### src/rtl/vga_capture.sv
// vga_capture: receive side of the VGA link.
// Samples hSync/vSync/rgb on the pixel strobe, recovers the raster position,
// checks the line/frame timing against the configured mode, declares lock,
// and while locked emits one (x, y, rgb) beat per active-area pixel.
//
// Pipeline:
//   stage 1 (pixEn edge): pin samples, hPos/vPos counters, lock FSM
//   stage 2 (next clk)  : active-area decode and registered pixel outputs
// so pixValid appears exactly two clocks after the pixEn cycle that sampled
// the pins.
module vga_capture #(
    parameter int H_SYNC   = 96,
    parameter int H_BACK   = 48,
    parameter int H_ACTIVE = 640,
    parameter int H_TOTAL  = 800,
    parameter int V_SYNC   = 2,
    parameter int V_BACK   = 33,
    parameter int V_ACTIVE = 480,
    parameter int V_TOTAL  = 525
) (
    input  logic        clk,
    input  logic        rst,
    input  logic        pixEn,
    input  logic        hSync,
    input  logic        vSync,
    input  logic [2:0]  rgb,
    output logic [9:0]  x,
    output logic [9:0]  y,
    output logic [2:0]  pixRgb,
    output logic        pixValid,
    output logic        frameStart,
    output logic        locked,
    output logic        err,
    output logic [7:0]  errCnt,
    output logic [10:0] lineLen
);

    // Active window bounds and expected totals, sized to the counters they
    // are compared against.
    localparam logic [9:0]  H_START   = 10'(H_SYNC + H_BACK);
    localparam logic [9:0]  H_END     = 10'(H_SYNC + H_BACK + H_ACTIVE);
    localparam logic [9:0]  V_START   = 10'(V_SYNC + V_BACK);
    localparam logic [9:0]  V_END     = 10'(V_SYNC + V_BACK + V_ACTIVE);
    localparam logic [10:0] H_TOTAL_L = 11'(H_TOTAL);
    localparam logic [10:0] V_TOTAL_L = 11'(V_TOTAL);
    localparam logic [9:0]  POS_MAX   = 10'h3FF;
    localparam logic [7:0]  CNT_MAX   = 8'hFF;

    typedef enum logic [1:0] {
        SEARCH = 2'd0,
        ARMED  = 2'd1,
        LOCKED = 2'd2
    } lock_state_e;

    // ---------------------------------------------------------------
    // Stage 1 state
    // ---------------------------------------------------------------
    logic        hs_q;          // previous hSync sample
    logic        vs_q;          // previous vSync sample
    logic [2:0]  rgb_q;         // colour sampled with the current position
    logic [9:0]  h_pos_q,     h_pos_d;
    logic [9:0]  v_pos_q,     v_pos_d;
    logic        v_pend_q,    v_pend_d;     // vSync fell, waiting for hSync
    logic        seen_line_q, seen_line_d;  // a line start has been seen
    logic        seen_bnd_q,  seen_bnd_d;   // a frame boundary has been seen
    logic        frame_bad_q, frame_bad_d;  // a bad line occurred this frame
    logic [10:0] line_len_q,  line_len_d;

    // Lock FSM state and its registered outputs
    lock_state_e state_q;
    logic        locked_q;
    logic        err_q;
    logic [7:0]  err_cnt_q;

    // Stage 2 state
    logic        tick_q;        // stage 1 advanced on the previous clk
    logic        pix_valid_q;
    logic        frame_start_q;
    logic [9:0]  x_q;
    logic [9:0]  y_q;
    logic [2:0]  pix_rgb_q;

    // ---------------------------------------------------------------
    // Edge detection and line/frame qualification
    // ---------------------------------------------------------------
    logic        h_fall;
    logic        v_fall;
    logic        boundary;
    logic [10:0] h_len;
    logic [10:0] v_len;
    logic        line_ok;
    logic        frame_good;

    // A fall is previous sample high, current pin low, on a strobe only.
    assign h_fall = pixEn & hs_q & ~hSync;
    assign v_fall = pixEn & vs_q & ~vSync;

    // A frame boundary is the first line start at or after a vSync fall.
    assign boundary = h_fall & (v_pend_q | v_fall);

    // Lengths include the tick that ends the line/frame.
    assign h_len = {1'b0, h_pos_q} + 11'd1;
    assign v_len = {1'b0, v_pos_q} + 11'd1;

    // The very first line start after reset closes no real line.
    assign line_ok = seen_line_q & (h_len == H_TOTAL_L);

    // The line closed by the boundary belongs to the frame being judged.
    assign frame_good = seen_bnd_q & ~frame_bad_q & line_ok & (v_len == V_TOTAL_L);

    // Next-state for the position counters and frame bookkeeping.
    always_comb begin
        h_pos_d     = h_pos_q;
        v_pos_d     = v_pos_q;
        v_pend_d    = v_pend_q;
        seen_line_d = seen_line_q;
        seen_bnd_d  = seen_bnd_q;
        frame_bad_d = frame_bad_q;
        line_len_d  = line_len_q;
        if (pixEn) begin
            if (h_fall) begin
                h_pos_d     = '0;
                line_len_d  = h_len;
                seen_line_d = 1'b1;
            end else if (h_pos_q != POS_MAX) begin
                h_pos_d = h_pos_q + 10'd1;
            end

            if (boundary) begin
                v_pos_d     = '0;
                v_pend_d    = 1'b0;
                seen_bnd_d  = 1'b1;
                frame_bad_d = 1'b0;
            end else begin
                if (v_fall) begin
                    v_pend_d = 1'b1;
                end
                if (h_fall) begin
                    if (v_pos_q != POS_MAX) begin
                        v_pos_d = v_pos_q + 10'd1;
                    end
                    if (!line_ok) begin
                        frame_bad_d = 1'b1;
                    end
                end
            end
        end
    end

    // Stage 1 registers: pin samples advance only on the pixel strobe.
    always_ff @(posedge clk) begin
        if (rst) begin
            hs_q        <= 1'b0;
            vs_q        <= 1'b0;
            rgb_q       <= '0;
            h_pos_q     <= '0;
            v_pos_q     <= '0;
            v_pend_q    <= 1'b0;
            seen_line_q <= 1'b0;
            seen_bnd_q  <= 1'b0;
            frame_bad_q <= 1'b0;
            line_len_q  <= '0;
        end else begin
            if (pixEn) begin
                hs_q  <= hSync;
                vs_q  <= vSync;
                rgb_q <= rgb;
            end
            h_pos_q     <= h_pos_d;
            v_pos_q     <= v_pos_d;
            v_pend_q    <= v_pend_d;
            seen_line_q <= seen_line_d;
            seen_bnd_q  <= seen_bnd_d;
            frame_bad_q <= frame_bad_d;
            line_len_q  <= line_len_d;
        end
    end

    // Lock FSM: judged at every line start, frames judged at boundaries.
    // Only a loss from LOCKED raises err and bumps the saturating count.
    always_ff @(posedge clk) begin
        if (rst) begin
            state_q   <= SEARCH;
            locked_q  <= 1'b0;
            err_q     <= 1'b0;
            err_cnt_q <= '0;
        end else begin
            err_q <= 1'b0;
            if (h_fall) begin
                case (state_q)
                    SEARCH: begin
                        if (boundary && frame_good) begin
                            state_q <= ARMED;
                        end
                    end
                    ARMED: begin
                        if (boundary) begin
                            if (frame_good) begin
                                state_q  <= LOCKED;
                                locked_q <= 1'b1;
                            end else begin
                                state_q <= SEARCH;
                            end
                        end
                    end
                    LOCKED: begin
                        if (!line_ok || (boundary && !frame_good)) begin
                            state_q  <= SEARCH;
                            locked_q <= 1'b0;
                            err_q    <= 1'b1;
                            if (err_cnt_q != CNT_MAX) begin
                                err_cnt_q <= err_cnt_q + 8'd1;
                            end
                        end
                    end
                    default: begin
                        state_q  <= SEARCH;
                        locked_q <= 1'b0;
                    end
                endcase
            end
        end
    end

    // ---------------------------------------------------------------
    // Stage 2: active-area decode on the clk after stage 1 advanced
    // ---------------------------------------------------------------
    logic in_active;
    logic emit;

    assign in_active = (h_pos_q >= H_START) && (h_pos_q < H_END) &&
                       (v_pos_q >= V_START) && (v_pos_q < V_END);
    assign emit      = tick_q & locked_q & in_active;

    // Pixel outputs: strobes pulse for one clk, payload holds between beats.
    always_ff @(posedge clk) begin
        if (rst) begin
            tick_q        <= 1'b0;
            pix_valid_q   <= 1'b0;
            frame_start_q <= 1'b0;
            x_q           <= '0;
            y_q           <= '0;
            pix_rgb_q     <= '0;
        end else begin
            tick_q        <= pixEn;
            pix_valid_q   <= emit;
            frame_start_q <= emit && (h_pos_q == H_START) && (v_pos_q == V_START);
            if (emit) begin
                x_q       <= h_pos_q - H_START;
                y_q       <= v_pos_q - V_START;
                pix_rgb_q <= rgb_q;
            end
        end
    end

    assign x          = x_q;
    assign y          = y_q;
    assign pixRgb     = pix_rgb_q;
    assign pixValid   = pix_valid_q;
    assign frameStart = frame_start_q;
    assign locked     = locked_q;
    assign err        = err_q;
    assign errCnt     = err_cnt_q;
    assign lineLen    = line_len_q;

endmodule

### config.mk
export PLATFORM = sky130hd
export DESIGN_NAME = vga_capture
export DESIGN_NICKNAME = d
export VERILOG_FILES = /design/src/rtl/vga_capture.sv
export SDC_FILE = /design/constraint.sdc
export NUM_CORES = 1
export LEC_CHECK = 0
export ABC_AREA = 1
export BUFFER_PORTS_ARGS = -buffer_cell sky130_fd_sc_hd__buf_4
export CORE_ASPECT_RATIO = 0.7
export CORE_MARGIN = 2
export CORE_UTILIZATION = 35
export CTS_BUF_LIST = sky130_fd_sc_hd__clkbuf_2
export DETAILED_ROUTE_END_ITERATION = 10
export PLACE_DENSITY = 0.51
export SYNTH_ARGS = -nofsm -noshare
export SYNTH_HDL_FRONTEND = slang
export SYNTH_SLANG_ARGS = --single-unit
### constraint.sdc
create_clock -name clk -period 1.7 [get_ports clk]
set_input_delay 0.085 -clock clk [delete_from_list [all_inputs] [get_ports clk]]
set_output_delay 0.085 -clock clk [all_outputs]
set_load 0.005 [all_outputs]
==> results by group, run 1 <==
Run status
  • Status: finished with violations
  • Failing checks: setup timing

Synth
  • Post-synth top area cell: dfxtp_1
  • EDFF count, synth: 0
  • Seq/Total Area, Yosys: 40.6%
  • Yosys warning count: 0
  • Post-synth top area share: 40.6%
  • Yosys cell types: 37
  • Synth area leaders: dfxtp_1 (41%), nand2_1 (12%), nor2_1 (6.0%)
  • Syn_nets: 555
  • Synth Register Bits: 78
  • Async SR Flop Fraction: 0%
  • Post-Syn Instances: 538
  • Syn_area_per_cell: 7.15 um2
  • Ys flop type: dfxtp_1
  • Cell Area, Synth: 3840 um2
  • Count leader, synth: nand2_1
  • Top post-synthesis cells by count: nand2_1 (120), dfxtp_1 (78), nor2_1 (61), inv_1 (53), a21oi_1 (44)

Routing
  • Routed via count: 4118
  • ANT nets after route: 0
  • Via density: 4.76
  • Router iterations before antenna repair: 5
  • DR WL/cell: 13.7 um
  • Routed WL: 11900 um
  • # DRC: 0
  • Initial DRC count: 243

Global route
  • First-pass GRT wire length: 18900 um
  • Largest net degree at the start of global routing: 28
  • Gr ovfl total: 0
  • Antenna violations before repair: 0
  • Vias in the first global route: 3773
  • GRT Total Usage: 20.3%

Critical path
  • Worst setup EP type: register
  • CP max-delay cell: dfxtp_4
  • Arr. time, crit path: 2.33 ns
  • Buf/Inv on CP: 1
  • CP Class: reg -> reg
  • Delay of the slowest cell on the worst path: 0.41 ns
  • Most used cell along the critical path: nand2_2
  • Critical path, cell by cell: ha_4 -> nand3_4 -> nor2_4 -> nand2_2 -> nand2_2 -> nand2_1 -> nor2_1 -> nand3_2 -> nand2_2 -> nand2_4 -> buf_6 -> nand4_1 -> a21oi_2
  • CP top delay family: simple AND/OR/NAND/NOR gates
  • WP data required: 2.15 ns
  • CP startpoint kind: register
  • Critical path peak fanout: 6

STA
  • RSZ-0062 raised after global routing: true
  • Final Hold Fails: 0
  • Tcrit/Tclk final: 111%
  • Final min period: 1.89 ns
  • Fin Hold WS: 0.394 ns
  • Slew @ Worst Pin: 0.413 ns
  • Fmax: 0.530 GHz
  • Rel. slew slack: 72.5%
  • Pins Over Slew Limit: 0
  • Final worst slack: -0.186 ns
  • Final Skew: 0.0330 ns
  • Final setup viols: 38

Layout
  • Multi-input gate area: 2210 um2
  • Sequential cell area: 1590 um2
  • P&R area growth vs syn: 52.1%
  • Ant. Diodes: 0
  • Share of cells above drive strength 1: 39.5%
  • Fill count: 1005
  • Layout Nets: 729

Placement
  • HPWL Detailed: 8180 um
  • Port Buffers: 53
  • RePlAce Congestion: 0.894
  • DP Worst Slack: -0.256 ns

Power
  • Leak: 2.61 nW
  • Power per cell area: 551 nW/um2
  • Peak VDD IR: 423 uV

Clock network
  • Root buffer cell: clkbuf_2
  • CTS Buf Count: 9
  • CTS tree: yes
  • # H-tree levels: 3
  • Clk slew on worst S/H paths: 0.21 ns
  • Worst skew pair latency: 0.55 ns
  • Clk sinks: 78
  • Clock Tree Buf Depth: 2

Floorplan
  • Die Ht: 91.7 um
  • Area of the die: 11900 um2
  • Initial Util: 36.6%
  • I/O pin count: 54
  • Die X: 129 um
  • # rows: 31
  • Core area: 10500 um2

Job
  • Max_cap viols: 0

Hold path
  • Tightest Hold Check Type: in -> reg
-- placed cells by master (no fill, tap or decap), types with 8 or more instances in the layout --
cell,instances
inv_1,47
a31oi_1,8
buf_6,17
nand2_2,17
clkbuf_2,11
nand3_2,16
o21ai_1,15
nand4_1,14
dlygate4sd3_1,14
nand2_1,102
a21oi_1,37
a21oi_2,8
nor2_1,53
nor2_4,8
buf_4,147
xor2_1,11
nand3_1,20
dfxtp_1,67
nor2_2,10
inv_2,9
o21ai_0,27
-- layer usage --
| layer | share of wire, % | track usage (%) | wire [um] |
|---|---|---|---|
| met4 | 1.5 | 6.16 | 182 |
| met1 | 51 | 30.6 | 6100 |
| met5 | 0 | 0 | 0 |
| met3 | 5.5 | 5.08 | 658 |
| met2 | 42 | 28.1 | 4920 |
-- power by group --
group / leakage, nW / total [W] / switching (W) / internal, W
combinational: 1.90 / 0.000330 / 0.000172 / 0.000158
sequential: 0.639 / 0.00189 / 0.0000324 / 0.00186
clock: 0.0670 / 0.000998 / 0.000659 / 0.000339
-- sequential cells by signal, indices dropped and copies added (netlist names), 2 cells and up --
name     count
pixRgb       3
state_q      2
errCnt       8
h_pos_q     10
x           10
y           10
v_pos_q     10
rgb_q        3
lineLen     11
-- worst reg2reg max path: stages, from the launching register on --
cell	delay (ns)
dfxtp_4	0.41
ha_4	0.18
nand3_4	0.12
nor2_4	0.14
nand2_2	0.08
nand2_2	0.09
nand2_1	0.06
nor2_1	0.13
nand3_2	0.10
nand2_2	0.11
nand2_4	0.09
buf_6	0.14
nand4_1	0.08
a21oi_2	0.07
-- metrics by stage --
stage | utilization, % | std cells | TNS (ns) | total power, W | instance area, um2
2_1_floorplan | - | 538 | 0 | 0.00205 | 3880
3_3_place_gp | 48.0 | 806 | -4.98 | 0.00220 | 5040
3_5_place_dp | 48.0 | 806 | -6.32 | 0.00220 | 5040
4_1_cts | 53.6 | 862 | -3.41 | 0.00327 | 5640
5_1_grt | 55.6 | 865 | -8.83 | 0.00338 | 5850
6_report | 55.6 | 865 | -3.39 | 0.00322 | 5850
-- repair_timing --
item                       CTS  global route
gates cloned                 1             1
setup endpoints to repair   50            58
hold buffers                14             0
pin swaps                   28             9
resized for setup           56            59
setup buffers               25             2
hold endpoints to repair    37             0
-- cells by family after synthesis --
group	after synthesis	synth area share, %
adders and majority gates	9	2.93
DFF	78	40.6
AOI/OAI and AO/OA	102	14.2
xor gates and xnor gates	14	3.19
and+or+nand+nor	255	30.4
buffers and inverters	80	8.72
-- layout make-up --
cell class / instances / share of cell area, %
sequential: 78 / 27.2
tap: 148 / 3.17
clock buffer: 11 / 0.942
inverter: 60 / 4.00
clock inverter: 5 / 0.856
multi-input combinational: 381 / 37.8
timing repair buffer: 182 / 26.0
-- final timing paths --
kind	to	slack (ns)	startpoint	cells past startpoint
max	errCnt[1]	-0.19	v_pos_q[0]	13
min	hs_q	0.39	hSync	4
max reg2reg	errCnt[1]	-0.19	v_pos_q[0]	13
min reg2reg	lineLen[1]	0.46	lineLen[1]	2
(Power assumes the default switching activity.)
==> inputs of run 2 (changes only) <==
Settings changed: SKIP_CTS_REPAIR_TIMING set to 1.
==> run 2 against run 1 <==
The flow still finishes with violations (setup timing). Core utilization fell by 1.4 points. Critical path depth rose by 2. Sequential share of layout area rose by 0.62 points. Via count fell by 0.95%. Largest power group unchanged. Routed wire length fell by 2.9%. Worst hold slack improved by 0.0060 ns. Critical path type unchanged.
==> results by group, run 2 (synthesized netlist as in run 1, its figures left out) <==
Run status
  • Status: finished with violations
  • Failing checks: setup timing

Layout
  • P&R area growth vs syn: 48.3%
  • Most common cell after layout, fill and taps aside: buf_4
  • Commonest cells after routing, fill and taps aside: buf_4 (144), nand2_1 (109), dfxtp_1 (66)
  • Fin area: 5700 um2 (-2.5%)
  • Ant. Diodes: 0 (unchanged)
  • Non-Filler Instances: 852 (-1.5%)
  • Share of cells above drive strength 1: 37.1% (-2.4 points)
  • Layout Nets: 716 (-1.8%)
  • Max reg flops: 11 (unchanged)
  • Fill count: 1025 (+2.0%)

Power
  • Combinational Power Share: 10.3% (about the same)
  • Peak VDD IR: 393 uV (-7.3%)
  • Leak: 2.52 nW (-3.4%)
  • Share of power burned in registers: 58.8% (about the same)
  • Pint: 0.00236 W (+0.15%)
  • Clk pwr share: 30.8% (-0.2 points)
  • Power per cell area: 564 nW/um2 (+2.5%)
  • Switch share: 26.7% (-0.12 points)
  • Sw Pwr: 0.000859 W (-0.48%)

Routing
  • Router iterations before antenna repair: 4 (-1)
  • Initial DRC count: 158 (-35%)
  • # DRC: 0 (unchanged)
  • Routed WL: 11500 um (-2.9%)
  • Via density: 4.79 (+0.56%)
  • Routed via count: 4079 (-0.95%)
  • ANT nets after route: 0 (unchanged)
  • DR WL/cell: 13.5 um (-1.5%)

Critical path
  • Critical path, cell by cell: buf_12 -> nand2_4 -> nor2_4 -> nand3_2 -> nand2_2 -> nand2_2 -> nor2_4 -> nand3_2 -> nor2_4 -> nand3_2 -> nand2_2 -> nand3_2 -> nand2_1 -> nand2_1 -> nor2_1
  • Critical path peak fanout: 4 (-2)
  • Crit Reg-Reg Startpoint: h_pos_q[1]
  • Worst setup EP type: register
  • Reg2reg end: state_q[1]
  • Delay of the slowest cell on the worst path: 0.42 ns (about the same)
  • Arr. time, crit path: 2.40 ns (+0.07 ns)
  • Internal reg-to-reg setup slack: -0.20 ns (about the same)
  • FF-to-FF path depth: 15 (+2)
  • WP data required: 2.21 ns (+0.06 ns)
  • CP max-delay cell: dfxtp_4
  • CP startpoint kind: register
  • Buf/Inv on CP: 1 (unchanged)
  • CP Class: reg -> reg
  • Most used cell along the critical path: nand3_2
  • CP top delay family: simple AND/OR/NAND/NOR gates

Hold path
  • Hold path startpoint: pixEn
  • Hold Path Sink: h_pos_q[8]
  • Tightest Hold Check Type: in -> reg
  • Hold path depth: 4 (unchanged)

Clock network
  • Root buffer cell: clkbuf_2
  • Clk slew on worst S/H paths: 0.23 ns (+0.02 ns)
  • Clk sinks: 78 (unchanged)
  • Clock Tree Buf Depth: 2 (unchanged)
  • Worst skew pair latency: 0.55 ns (about the same)
  • CTS Buf Count: 9 (unchanged)
  • # H-tree levels: 3 (unchanged)
  • CTS tree: yes

STA
  • Final Hold Fails: 0 (unchanged)
  • Final worst slack: -0.198 ns (-0.0117 ns)
  • Final Skew: 0.0268 ns (-0.00616 ns)
  • Slew @ Worst Pin: 0.426 ns (+0.0138 ns)
  • Fin Hold WS: 0.400 ns (+0.00602 ns)
  • Final setup viols: 43 (+13%)
  • Pins Over Slew Limit: 0 (unchanged)
  • Tcrit/Tclk final: 112% (+0.69 points)
  • RSZ-0062 raised after global routing: true
  • Rel. slew slack: 71.5% (-0.97 points)
  • Final min period: 1.90 ns (+0.0117 ns)
  • Fmax: 0.527 GHz (-0.62%)

Floorplan
  • # rows: 31 (unchanged)
  • Die Ht: 91.7 um (unchanged)
  • Initial Util: 36.6% (unchanged)
  • Area of the die: 11900 um2 (unchanged)
  • Core area: 10500 um2 (unchanged)
  • Die X: 129 um (unchanged)
  • I/O pin count: 54 (unchanged)

Placement
  • Post-placement cell area: 5040 um2 (unchanged)
  • DP Worst Slack: -0.256 ns (unchanged)
  • HPWL Detailed: 8180 um (unchanged)
  • Port Buffers: 53 (unchanged)
  • Dpl cells: 806 (unchanged)
  • RePlAce Congestion: 0.894 (unchanged)

Job
  • Max_cap viols: 0 (unchanged)

Global route
  • Gr ovfl total: 0 (unchanged)
  • GRT Total Usage: 19.0% (-1.3 points)
  • Antenna violations before repair: 0 (unchanged)
  • First-pass GRT wire length: 17600 um (-6.5%)
  • Vias in the first global route: 3454 (-8.5%)
  • Largest net degree at the start of global routing: 28 (unchanged)
[run 2: cell types whose count changed in the layout (fill, tap and decap cells not counted), moves of 4 or more]
cell,delta
nand3_2,-4
o21ai_0,+5
nand2_1,+7
a21oi_2,-5
buf_6,-11
nand2_2,-5
a21oi_1,+5
o21ai_1,-7
nor2_4,+4
[run 2: power by group through the flow]
stage	logic, W	registers [W]	clock network [W]
finish	0.000332	0.00189	0.000992
global placement	0.000274	0.00193	0
detailed placement	0.000273	0.00193	0
floorplan	0.000130	0.00192	0
CTS	0.000275	0.00189	0.00106
global route	0.000364	0.00190	0.00112
[run 2: worst max-delay path by stage]
stage               cells past startpoint       start         end  slack (ns)
finish                                 15  h_pos_q[1]  state_q[1]       -0.20
global route                           15  h_pos_q[1]  state_q[1]       -0.34
detailed placement                     13  h_pos_q[2]   errCnt[0]       -0.26
CTS                                    12  h_pos_q[2]   errCnt[3]       -0.30
global placement                       11  h_pos_q[4]   errCnt[1]       -0.22
floorplan                              14  h_pos_q[0]  state_q[1]        0.02
[run 2: metrics by stage]
| stage | setup TNS (ns) | utilization (%) | power, W |
|---|---|---|---|
| floorplan | 0 | - | 0.00205 |
| global placement | -4.98 | 48.0 | 0.00220 |
| detailed placement | -6.32 | 48.0 | 0.00220 |
| CTS | -8.80 | 49.0 | 0.00323 |
| global route | -11.97 | 54.3 | 0.00338 |
| finish | -3.97 | 54.3 | 0.00322 |
[run 2: area by class of cell]
cell class / instances / area [um2] / area share (%)
Clock buffer: 11 / 55.1 / 0.965
Sequential cell: 78 / 1590 / 27.9
Multi-Input combinational cell: 382 / 2220 / 38.9
Inverter: 60 / 233 / 4.08
Clock inverter: 5 / 50.0 / 0.878
Timing Repair Buffer: 168 / 1370 / 24.1
Tap cell: 148 / 185 / 3.25
[run 2: worst min-delay path, stage by stage]
cell and delay [ns]:
dlygate4sd3_1 0.53, buf_4 0.17, nand2_1 0.09, a21oi_1 0.06
[run 2: routing by layer]
metal	part of all wire (%)	wire [um]	track usage (%)
met1	52	5930	30.1
met2	41	4690	25.1
met3	6.4	733	4.90
met4	1.4	163	4.35
met5	0	0	0
==> inputs of run 3 (changes only) <==
Settings changed: ABC_AREA 1 to 0, GPL_ROUTABILITY_DRIVEN set to 0.
==> run 3 against run 2 <==
The flow still finishes with violations (setup timing). Sequential share of layout area is 0.83 points higher. Combinational power is 30% lower. Final area is 3.5% lower. Critical path type unchanged. Routed wire length is 4.6% lower. Largest power group unchanged. Final cell count is 12% lower. Clock skew is 0.012 ns higher. Count of clock-buffer cells in the layout is 1 lower. Via count is 8.4% lower.
==> results by group, run 3 <==
Critical path
  • Critical path peak fanout: 18 (+14)
  • Worst setup EP type: register
  • CP startpoint kind: register
  • Arr. time, crit path: 2.91 ns (+0.51 ns)
  • WP data required: 2.14 ns (-0.07 ns)
  • CP Class: reg -> reg

Routing
  • Via density: 4.96 (+3.6%)
  • ANT nets after route: 0 (unchanged)
  • Router iterations before antenna repair: 4 (unchanged)
  • # DRC: 0 (unchanged)
  • Initial DRC count: 228 (+44%)
  • Routed WL: 11000 um (-4.6%)
  • DR WL/cell: 14.6 um (+8.0%)
  • Routed via count: 3736 (-8.4%)

STA
  • Pins Over Slew Limit: 0 (unchanged)
  • Final Hold Fails: 0 (unchanged)
  • RSZ-0062 raised after global routing: true
  • Final Skew: 0.0388 ns (+0.0120 ns)
  • Tcrit/Tclk final: 145% (+34 points)
  • Slew @ Worst Pin: 0.456 ns (+0.0300 ns)
  • Rel. slew slack: 69.3% (-2.2 points)
  • Fmax: 0.405 GHz (-23%)
  • Final setup viols: 53 (+23%)
  • Final worst slack: -0.771 ns (-0.573 ns)
  • Final min period: 2.47 ns (+0.573 ns)

Synth
  • Top post-synthesis cells by count: dfxtp_1 (78), nor2_1 (77), a21oi_1 (42), nand2_1 (28), clkbuf_1 (25)
  • Yosys cell types: 62 (+68%)
  • Yosys warning count: 0 (unchanged)
  • Ys flop type: dfxtp_1
  • Cell Area, Synth: 3830 um2 (-0.29%)
  • Post-Syn Instances: 462 (-14%)
  • Post-synth top area cell: dfxtp_1
  • Syn_area_per_cell: 8.30 um2 (+16%)
  • Seq/Total Area, Yosys: 40.7% (+0.12 points)
  • Async SR Flop Fraction: 0% (unchanged)
  • Post-synth top area share: 40.7% (+0.12 points)
  • Count leader, synth: dfxtp_1
  • Syn_nets: 479 (-14%)
  • EDFF count, synth: 0 (unchanged)
  • Synth area leaders: dfxtp_1 (41%), nor2_1 (7.5%), a21oi_1 (5.5%)
  • Synth Register Bits: 78 (unchanged)

Global route
  • Vias in the first global route: 3342 (-3.2%)
  • Antenna violations before repair: 1 (+1)
  • GRT Total Usage: 18.5% (-0.59 points)
  • Largest net degree at the start of global routing: 30 (+7.1%)
  • First-pass GRT wire length: 17000 um (-3.4%)
  • Gr ovfl total: 0 (unchanged)

Floorplan
  • Die X: 129 um (-0.14%)
  • Die Ht: 91.6 um (-0.14%)
  • Initial Util: 36.5% (-0.11 points)
  • # rows: 31 (unchanged)
  • Core area: 10500 um2 (unchanged)
  • I/O pin count: 54 (unchanged)
  • Area of the die: 11800 um2 (-0.28%)

Clock network
  • Worst skew pair latency: 0.56 ns (about the same)
  • Clk sinks: 78 (unchanged)
  • CTS Buf Count: 9 (unchanged)
  • CTS tree: yes
  • Clk slew on worst S/H paths: 0.23 ns (about the same)
  • Root buffer cell: clkbuf_2
  • # H-tree levels: 3 (unchanged)
  • Clock Tree Buf Depth: 2 (unchanged)

Run status
  • Failing checks: setup timing
  • Status: finished with violations

Layout
  • P&R area growth vs syn: 43.5%
  • Layout Nets: 617 (-14%)
  • Non-Filler Instances: 753 (-12%)
  • Max reg flops: 11 (unchanged)
  • Commonest cells after routing, fill and taps aside: buf_4 (143), nor2_1 (74), dfxtp_1 (70)
  • Share of cells above drive strength 1: 37.1% (about the same)
  • Fill count: 1035 (+0.98%)
  • Most common cell after layout, fill and taps aside: buf_4

Power
  • Leak: 2.31 nW (-8.4%)
  • Peak VDD IR: 335 uV (-15%)
  • Total power: 0.00312 W (-3.1%)
  • Power per cell area: 567 nW/um2 (+0.42%)

Placement
  • HPWL Detailed: 7820 um (-4.4%)
  • Dpl cells: 722 (-10%)
  • Port Buffers: 53 (unchanged)

Job
  • Max_cap viols: 0 (unchanged)

Hold path
  • Tightest Hold Check Type: in -> reg
==> run 3: changes by cell type after synthesis, sizes merged, moves of 9 or more <==
cell | previous run | this run
nand3 | 37 | 12
nand4 | 14 | 5
inv | 58 | 17
nand2 | 124 | 28
xnor2 | 3 | 16
o21ai | 43 | 16
nor3 | 6 | 16
mux2i | 0 | 14
clkbuf | 4 | 26
==> run 3: cells by family after synthesis <==
family	after synthesis	share of synthesized area (%)
compound gates	105	18.1
fa+ha+maj	9	2.94
simple gates	186	24.0
mux	14	3.66
buf+inv	51	6.23
flops	78	40.7
xor+xnor	19	4.34
==> run 3: path summary, 6_finish.rpt <==
| path | from | depth (start not counted) | slack (ns) | endpoint |
|---|---|---|---|---|
| worst max-delay path | v_pos_q[6] | 7 | -0.77 | errCnt[1] |
| worst min-delay path | hSync | 4 | 0.32 | hs_q |
| worst max register to register | v_pos_q[6] | 7 | -0.77 | errCnt[1] |
| worst min register to register | lineLen[10] | 2 | 0.47 | lineLen[10] |
==> run 3: layout make-up <==
cell class,count,area (um2),area share (%)
Clock buffer,10,50.0,0.910
Inverter,17,67.6,1.23
Sequential cell,78,1580,28.7
Multi-Input combinational cell,333,2280,41.4
Clock inverter,5,51.3,0.932
Antenna cell,1,2.50,0.0455
Timing Repair Buffer,161,1290,23.5
Tap cell,148,185,3.37
==> run 3: stage by stage <==
step / cell area (um2) / TNS [ns] / setup slack (ns) / utilization, % / hold slack [ns]
6_report: 5500 / -23.96 / -0.771 / 52.4 / 0.321
5_1_grt: 5500 / -29.90 / -0.867 / 52.4 / 0.254
4_1_cts: 5190 / -23.97 / -0.772 / 49.4 / -0.274
3_5_place_dp: 5090 / -21.51 / -0.742 / 48.4 / 0.328
3_3_place_gp: 5090 / -23.30 / -0.716 / 48.4 / 0.322
2_1_floorplan: 3970 / -14.70 / -0.846 / - / 0.232
==> run 3: critical path: stages, from the launching register on <==
cell	delay, ns
dfxtp_1	0.36
or4b_4	0.53
or4_4	0.43
a221o_1	0.31
a2111oi_4	0.36
buf_12	0.20
or3b_2	0.13
a21oi_1	0.06
==> run 3: per-layer routing <==
metal | vias to the layer above | track usage [%] | wire, um
met5 | - | 0 | 0
met4 | 0 | 5.16 | 112
met3 | 10 | 5.30 | 777
met2 | 105 | 23.3 | 4240
met1 | 1720 | 29.3 | 5860
li1 | 1901 | - | -
==> run 3: report_power, final <==
part | switching, W | internal, W | leakage (nW)
sequential | 0.0000196 | 0.00185 | 0.635
combinational | 0.000122 | 0.000109 | 1.61
clock | 0.000686 | 0.000328 | 0.0652
